$ cat src/rtl/stopwatch_controller.sv
// rtl/stopwatch_controller.sv - button sequencing FSM, tenth-second prescaler and terminal detect for the stopwatch counter
module stopwatch_controller #(
  parameter int TICK_DIV = 5000000
) (
  input  logic clk,
  input  logic reset,
  input  logic Start,
  input  logic Stop,
  input  logic Clear,
  input  logic Countdown,
  input  logic At_Zero,
  input  logic At_Max,
  output logic Count_Tick,
  output logic Count_Down,
  output logic Clear_Count,
  output logic Load_Preset,
  output logic Running,
  output logic Done
);

  localparam int PW = (TICK_DIV > 2) ? $clog2(TICK_DIV) : 1;
  localparam logic [PW-1:0] LAST = PW'(TICK_DIV - 1);

  typedef enum logic [1:0] {IDLE, RUN, PAUSE, DONE} state_t;

  state_t        state, state_next;
  logic [PW-1:0] presc, presc_next;
  logic          start_q, stop_q, clear_q, cdn_q;
  logic          start_e, stop_e, clear_e, cdn_e;
  logic          terminal;
  logic          dir_next, tick_next, clr_next, load_next;

  assign start_e  = Start & ~start_q;
  assign stop_e   = Stop & ~stop_q;
  assign clear_e  = Clear & ~clear_q;
  assign cdn_e    = Countdown & ~cdn_q;
  // The flag that ends a run depends on which way the counter is heading.
  assign terminal = Count_Down ? At_Zero : At_Max;

  // State, prescaler, direction, registered pulses and button history.
  // History resets to 1 so a button held through reset release is not an edge.
  always_ff @(posedge clk or posedge reset) begin
    if (reset) begin
      state       <= IDLE;
      presc       <= '0;
      Count_Down  <= 1'b0;
      Count_Tick  <= 1'b0;
      Clear_Count <= 1'b0;
      Load_Preset <= 1'b0;
      start_q     <= 1'b1;
      stop_q      <= 1'b1;
      clear_q     <= 1'b1;
      cdn_q       <= 1'b1;
    end else begin
      state       <= state_next;
      presc       <= presc_next;
      Count_Down  <= dir_next;
      Count_Tick  <= tick_next;
      Clear_Count <= clr_next;
      Load_Preset <= load_next;
      start_q     <= Start;
      stop_q      <= Stop;
      clear_q     <= Clear;
      cdn_q       <= Countdown;
    end
  end

  // Next state: Clear beats everything, then terminal count while running,
  // then only the highest-priority button edge of the cycle is considered.
  always_comb begin
    state_next = state;
    presc_next = presc;
    dir_next   = Count_Down;
    tick_next  = 1'b0;
    clr_next   = 1'b0;
    load_next  = 1'b0;
    if (clear_e) begin
      state_next = IDLE;
      presc_next = '0;
      if (Count_Down) load_next = 1'b1;
      else            clr_next  = 1'b1;
    end else if (state == RUN && terminal) begin
      // Any tick due now is dropped so the counter never wraps.
      state_next = DONE;
    end else begin
      if (state == RUN) begin
        if (presc == LAST) begin
          presc_next = '0;
          tick_next  = 1'b1;
        end else begin
          presc_next = presc + 1'b1;
        end
      end
      if (stop_e) begin
        if (state == RUN) state_next = PAUSE;
      end else if (start_e) begin
        if ((state == IDLE || state == PAUSE) && !terminal) state_next = RUN;
      end else if (cdn_e) begin
        if (state == IDLE) begin
          dir_next = ~Count_Down;
          if (!Count_Down) load_next = 1'b1;
          else             clr_next  = 1'b1;
        end
      end
    end
  end

  // Status outputs decode straight from the state register.
  always_comb begin
    Running = (state == RUN);
    Done    = (state == DONE);
  end

endmodule

$ cat config.mk
export PLATFORM = sky130hd
export DESIGN_NAME = stopwatch_controller
export DESIGN_NICKNAME = d
export VERILOG_FILES = /design/src/rtl/stopwatch_controller.sv
export SDC_FILE = /design/constraint.sdc
export NUM_CORES = 1
export LEC_CHECK = 0
export CELL_PAD_IN_SITES_DETAIL_PLACEMENT = 0
export CELL_PAD_IN_SITES_GLOBAL_PLACEMENT = 1
export CORE_MARGIN = 3
export CORE_UTILIZATION = 44
export DETAILED_ROUTE_END_ITERATION = 12
export PLACE_DENSITY_LB_ADDON = 0.15
export REMOVE_ABC_BUFFERS = 1
export SLEW_MARGIN = 20
export SYNTH_ARGS = -nofsm -noshare
export SYNTH_HDL_FRONTEND = slang
export SYNTH_SLANG_ARGS = --single-unit
$ cat constraint.sdc
create_clock -name clk -period 2.9 [get_ports clk]
set_clock_uncertainty 0.2 [all_clocks]
set_input_delay 0.87 -clock clk [delete_from_list [all_inputs] [get_ports clk]]
set_output_delay 0.87 -clock clk [all_outputs]
set_load 0.01 [all_outputs]
After elaboration in Yosys (flattened, before gate mapping)
Index checks and enable logic that the tools add are counted.
- $add $sub $neg: 1
- equality and inequality tests: 6
- multiplexer cells: 29
- bitwise gates (word level): 13
- reductions and logical operators: 11
- operators with widths (cell ; number):
    2-to-1 mux 23 bit ; 4
    adder 23 x 1 -> 23 bit, second input constant ; 1
    equality test 23 bit, second input constant ; 1
    2-to-1 mux 1 bit ; 19
    2-to-1 mux 2 bit ; 6
    inverter 1 bit ; 9
    nonzero test 4 bit ; 2
    AND reduction 6 bit ; 1
    bitwise AND 1 bit ; 4
    equality test 2 bit, second input constant ; 2
    != test 4 x 2 -> 1 bit, second input constant ; 1
    AND reduction 3 bit ; 1
    equality test 2 x 1 -> 1 bit, second input constant ; 1
    logical AND 1 bit ; 2
    logical NOT 2 bit ; 1
    != test 2 bit, second input constant ; 1
    AND reduction 2 bit ; 1
    nonzero test 2 bit ; 1
    logical NOT 1 bit ; 1
    logical OR 1 bit ; 1
- bits in registers: 33
- input bits: 8
- output and inout bits: 6

Depth between registers and ports, before layout
- depth in word-level cells: 8
- mapped depth: 7
- gate-level depth less buffers: 6

Worst setup path after synthesis
No wires, ideal clock.
- kind: in2reg
- from: in Clear
- to: reg presc[3]
- setup time: 121 ps
- arrival time: 1936 ps
- data required time: 2579 ps
- setup slack: 643 ps
- stages on the path: 6
- path buffers: 2
- cell sequence: nor2b_1 -> clkbuf_1 -> a21oi_1 -> clkbuf_1 -> nor2_1 -> a22o_1
- word-level cells in the longest chain between the ends: 3
- elaborated cells on any way between the ends: 5
- classes of those cells: 1 x eq/ne; 1 x mux; 1 x bitwise; 2 x reduce/logical
- RTL lines (item ; line ; source):
    start: declaration ; 9 ; input logic Clear,
    bitwise AND 1 bit * ; 35 ; assign clear_e = Clear & ~clear_q;
    != test 2 bit (no source line) or nonzero test 2 bit (tied branches) ; n/a ;
    AND reduction 2 bit (no source line) ; n/a ;
    end signal: assignment ; 56 ; presc <= presc_next;
    end: declaration ; 27 ; logic [PW-1:0] presc, presc_next;
Mark *: on every way between the ends. The rest lies on a longest branch, timed or not.
A chain may end at the register's enable or synchronous reset.

Final worst setup path
- from: reg state[1]
- to: out Running
- word-level cells in the longest chain between the ends: 1
- RTL lines (item ; line ; source):
    start: declaration ; 26 ; state_t state, state_next;
    start signal: assignment ; 55 ; state <= state_next;
    equality test 2 x 1 -> 1 bit ; 110 ; Running = (state == RUN);
    end: declaration ; 17 ; output logic Running,
Every way passes these cells.

==> reports/qor.yml <==
startpoint_type: "flop"
fin_ws_ps: 277
hold-worst-slack_ps: 344
cts_setup_buffers: 0
layout-drive-gt1-share_pct: 14.8
path_clk_slew_ps: 70
via_count: 1482
timing.fmax_mhz: 381
rsz0062_at_grt: "false"
nNetsFinal: 218
yosysMostFrequentCell: "dfrtp_1"
peakVddDrop_v: 0.000242
synth-edff-count: 0
wl_met3_um: 237
syn_area_per_cell_sq_um: 9.56
numCtsBuffers: 5
cts_resized: 0
ff2ff_path_depth: 6
regMostFlops: "presc"
design_area_sq_mm: 0.00208
fin_crit_sh_pct: 90.5
grt_pass1_vias: 1462
root_buffer: "clkbuf_8"
cts_tree: "built"
arrival_ps: 1550
yosysTopAreaCellShare_pct: 41.0
ctsHoldBuffers: 0
pwr-share-seq_pct: 49.0
coreArea_sq_mm: 0.00377
setup_tns_ps: 0
n_antenna_cell: 0
status: "completed"
final_cells: 258
dieArea_sq_mm: 0.00482
maxSlewHeadroom_pct: 60.6
grt_pass1_wl_um: 6930
grt_usage_pct: 17.7
clkSinkCount: 33
p_clk_share_pct: 29.1
grt_overflow: 0
netlist_area_sq_mm: 0.00177
whs_path_depth: 2
reg.largest.list: "presc (23), state (2)"
largest_reg_flops: 23
tightestPinTransition_ps: 586
die_h_um: 69.4
finalPower_mw: 1.15
drt_pre_antenna_iters: 4
antenna_left: 0
dpl-instance-area_sq_mm: 0.00200
cts.htree.levels: 2
area_delta_synth_final_pct: 17.6
start_util_pct: 46.9
synth_cells: 185
place.gp.congestion: 0.884
yosys.area.top_type: "dfrtp_1"
p_int_mw: 0.794
finalHoldViolCount: 0
netlist_top_cells_area: "dfrtp_1 41%, dfstp_2 5.9%, nand2_1 4.2%"
synth-seq-area-share_pct: 47.0
reg2reg_from: "presc[0]"
dp_slack_ps: 174
slew_violations: 0
min_from: "presc[1]"
cap_violations: 0
top_layer: "met4"
crit_path_end_kind: "output port"
utilization_pct: 55.2
drt-initial-drc-count: 137
antenna_found_initial: 0
wl_met2_um: 1870
grt_max_degree: 34
yosys_warnings: 0
wl_met1_um: 1830
critPathMaxFanout: 5
wire_per_inst_um: 15.4
r2r_slack_ps: 630
clockBufferDepth: 2
r2r_end: "presc[3]"
final.min_clock_period_ps: 2620
dp_cells: 250
totalWireLength_um: 3970
combinationalPowerShare_pct: 21.9
drcViolationCount: 0
power_density_mw_per_mm2: 551
synth_cell_types: 46
synth_flop_cell: "dfrtp_1"
portBuffers: 13
critPathKind: "reg -> out"
synthTopCellsByCount: "29 x dfrtp_1, 20 x nand2_1, 20 x nor2_1"
p_sw_share_pct: 30.7
p_leak_nw: 0.891
dp_hpwl_um: 2900
synth_async_sr_flop_share_pct: 100
finalSetupViolCount: 0
worstPathRequired_ps: 1830
min_delay_worst_endpoint: "presc[1]"
boundaryPins: 14
fp.dieW_um: 69.4
via_per_inst: 5.74
p_switching_mw: 0.353
hp-class: "reg -> reg"
clock_latency_ps: 280
rows: 22
ys_seq_elements: 33
==> power groups by stage <==
stage          combinational [mW]  clock, mW  sequential (mW)
2_1_floorplan               0.137          0            0.564
3_5_place_dp                0.251          0            0.568
6_report                    0.251      0.334            0.561
4_1_cts                     0.252      0.341            0.560
3_3_place_gp                0.245          0            0.567
5_1_grt                     0.276      0.365            0.569
==> how the worst max path moves through the flow <==
stage	startpoint	endpoint	slack, ps	depth (start not counted)
after floorplan	At_Max	presc[16]	560	5
after global placement	At_Max	presc[6]	190	5
after detailed placement	At_Max	presc[6]	170	5
after CTS	state[1]	Running	280	3
after global routing	state[1]	Running	200	3
final	state[1]	Running	280	3
==> cells by family after synthesis <==
group                    Yosys count  share of synthesized area (%)
AO/OA/AOI/OAI                     34                           13.4
buffers and inverters             12                           3.11
adder cells (fa/ha/maj)            1                          0.707
AND/OR/NAND/NOR                   92                           28.9
flip-flops                        33                           47.0
XOR/XNOR                           9                           4.46
multiplexers                       4                           2.55
==> critical path, stage by stage, from the launching register on <==
cell	delay [ps]
dfrtp_1	420
nand2b_1	210
inv_1	100
clkdlybuf4s50_1	530
==> cells in the final DEF (no fill, tap or decap), types with 5 or more instances in the layout <==
| cell | synthesis | layout |
|---|---|---|
| dfrtp_1 | 29 | 29 |
| nand4_1 | 8 | 8 |
| xor2_1 | 6 | 6 |
| inv_1 | 7 | 7 |
| buf_4 | 0 | 9 |
| a21oi_1 | 8 | 8 |
| clkbuf_8 | 0 | 5 |
| nor2_1 | 20 | 20 |
| a31oi_1 | 5 | 5 |
| clkdlybuf4s50_1 | 0 | 13 |
| nand2_1 | 20 | 20 |
| nand3_1 | 14 | 14 |
| o21ai_0 | 8 | 8 |
==> per-layer routing <==
| metal | GRT usage (%) | vias to the layer above |
|---|---|---|
| li1 | - | 714 |
| met5 | 0 | - |
| met1 | 23.6 | 717 |
| met3 | 5.80 | 4 |
| met2 | 27.9 | 47 |
| met4 | 4.56 | 0 |
==> cell type report <==
type                    instances  area, sq um
fillers                       334         1690
inverters                       7         26.3
well taps                      48         60.1
multi-input cells             140          883
flip-flops and latches         33          831
clock buffers                   6         72.6
clock inverters                 2         10.0
repair buffers                 22          198
No activity file was read; power rests on OpenSTA's default activity.
==> patch: new RTL, config.mk and constraints unchanged <==
Add an input register stage for `Start`, `Stop`, `Clear`, `Countdown`, `At_Zero` and `At_Max`, without a reset; this delays them by one clock.
--- a/src/rtl/stopwatch_controller.sv
+++ b/src/rtl/stopwatch_controller.sv
@@ -23,6 +23,22 @@
 
   typedef enum logic [1:0] {IDLE, RUN, PAUSE, DONE} state_t;
 
+  logic Start_q;
+  logic Stop_q;
+  logic Clear_q;
+  logic Countdown_q;
+  logic At_Zero_q;
+  logic At_Max_q;
+
+  always_ff @(posedge clk) begin
+    Start_q     <= Start;
+    Stop_q      <= Stop;
+    Clear_q     <= Clear;
+    Countdown_q <= Countdown;
+    At_Zero_q   <= At_Zero;
+    At_Max_q    <= At_Max;
+  end
+
   state_t        state, state_next;
   logic [PW-1:0] presc, presc_next;
   logic          start_q, stop_q, clear_q, cdn_q;
@@ -30,12 +46,12 @@
   logic          terminal;
   logic          dir_next, tick_next, clr_next, load_next;
 
-  assign start_e  = Start & ~start_q;
-  assign stop_e   = Stop & ~stop_q;
-  assign clear_e  = Clear & ~clear_q;
-  assign cdn_e    = Countdown & ~cdn_q;
+  assign start_e  = Start_q & ~start_q;
+  assign stop_e   = Stop_q & ~stop_q;
+  assign clear_e  = Clear_q & ~clear_q;
+  assign cdn_e    = Countdown_q & ~cdn_q;
   // The flag that ends a run depends on which way the counter is heading.
-  assign terminal = Count_Down ? At_Zero : At_Max;
+  assign terminal = Count_Down ? At_Zero_q : At_Max_q;
 
   // State, prescaler, direction, registered pulses and button history.
   // History resets to 1 so a button held through reset release is not an edge.
@@ -58,10 +74,10 @@
       Count_Tick  <= tick_next;
       Clear_Count <= clr_next;
       Load_Preset <= load_next;
-      start_q     <= Start;
-      stop_q      <= Stop;
-      clear_q     <= Clear;
-      cdn_q       <= Countdown;
+      start_q     <= Start_q;
+      stop_q      <= Stop_q;
+      clear_q     <= Clear_q;
+      cdn_q       <= Countdown_q;
     end
   end
 
Check against the original RTL: not equivalent (Yosys sat finds a counterexample within 4 cycles, from zero or initial values and one cycle with reset high).
==> patch against the unedited design <==
Wire length rose by 10%. Global-route usage fell by 0.22 points. Final area rose by 9.0%. Final cell count rose by 5.0%. Sequential cell count rose by 6. Worst setup slack got worse by 30 ps. Die area rose by 12%. Synthesized area rose by 13%. Count of clock-buffer cells in the layout rose by 2. Utilization fell by 1.2 points. Total power rose by 19%. Largest cell class is now registers.
==> patch: results (changes against the unedited design) <==
[yosys]
synthArstFlopShare = 0.846  ; -0.154
synth_area_leaders = dfrtp_1, dfxtp_1, dfstp_2
synthDistinctLibCells = 50  ; +8.7%
synth_common_cells = dfrtp_1, nand2_1, nand3_1
synth_mux_area_frac = 0.00999  ; -0.0155
synth_warnings = 0  ; unchanged
synth_compound_area_frac = 0.163  ; +0.0293
seq_area_frac_synth = 0.474  ; +0.00482
synth_ff_type = dfrtp_1
synthAdderAreaFrac = 0.00624  ; -0.000830
syn_area_per_cell_um2 = 9.68  ; +1.3%
synth-xor-area-share = 0.00874  ; -0.0358

[placed_design]
dp_hpwl_um = 3070  ; +5.8%
port_buffers = 13  ; unchanged
place_ws_ps = 594  ; +420 ps
post_dp_cell_area_mm2 = 0.00215  ; +7.4%
dp_cells = 263  ; +5.2%
place.gp.congestion = 0.805  ; -9.0%

[global_routing]
grt_pass1_wl_um = 7370  ; +6.4%
grt_pass1_vias = 1464  ; +0.14%
grt_use_total = 0.175  ; -0.00225
antenna_found_initial = 0  ; unchanged
grt_max_degree = 34  ; unchanged

[cts]
clk_latency_ps = 290
clk_pin_slew_ps = 80
h-tree-depth = 2  ; unchanged
cts_buffer_depth = 2  ; unchanged
root_buffer = clkbuf_8

[power_and_ir_drop]
p_sw_mw = 0.387  ; +9.7%
ir_drop_v = 0.000338  ; +40%
power_leakage_nw = 0.905  ; +1.6%

[drt]
wire_per_inst_um = 16.1  ; +5.0%
via_count = 1601  ; +8.0%
dr.pass1.iters = 5  ; +1
drt-initial-drc-count = 145  ; +5.8%

[cells_and_area]
largest_reg_flops = 23  ; unchanged
fin_nets = 229  ; +5.0%
fin_cells = 271  ; +5.0%
drive_above_1_share = 0.136  ; -0.0119

[worst_hold_path]
hold_path_depth = 0  ; -2

[critical_path]
cp_max_fo = 6  ; +1

[timing]
worst_pin_slew_ps = 878  ; +291 ps

[outcome]
status = completed

==> patch: changes by cell type after synthesis, sizes merged, moves of 6 or more <==
| cell | delta |
|---|---|
| dfxtp | +6 |
| buf | +7 |
| o21ai | +9 |
| nor2 | -9 |
| a22o | +7 |
| xor2 | -6 |
==> patch: per-stage QoR <==
step	power [mW]	hold slack [ps]
floorplan	0.799	97.1
global placement	0.891	101
detailed placement	0.907	107
CTS	1.37	118
global route	1.44	126
finish	1.36	115
==> patch: cell type report <==
type	instances	area, um2
multi-input combinational	146	931
sequential	39	951
fill	380	1930
clock buffer	8	123
timing repair buffer	17	160
tap	50	62.6
inverter	11	41.3
==> patch: power by group through the flow <==
stage               sequential (mW)  combinational [mW]  clock [mW]
floorplan                     0.663               0.137           0
global route                  0.669               0.265       0.501
finish                        0.660               0.235       0.468
global placement              0.661               0.229           0
detailed placement            0.669               0.238           0
CTS                           0.659               0.238       0.477
==> patch: metal layers <==
layer / wire length, um / up-vias / GRT usage
li1: - / 782 / -
met1: 2130 / 760 / 0.270
met2: 1910 / 53 / 0.248
met3: 291 / 6 / 0.0369
met4: 45 / 0 / 0.0423
met5: 0 / - / 0
==> patch: worst max-delay path, stage by stage, from the launching register on <==
cell and delay, ps:
dfrtp_1 440, nor2b_1 260, clkdlybuf4s50_1 600
==> patch: path summary, 6_finish.rpt <==
path | startpoint | endpoint | slack (ps)
setup reg to reg | presc[0] | presc[3] | 560
max in group asynchronous | reset | clear_q | 1390
min in group asynchronous | reset | presc[4] | 780
hold / removal | Start_q | start_q | 110
hold reg to reg | Start_q | start_q | 110
setup / recovery | state[1] | Running | 250
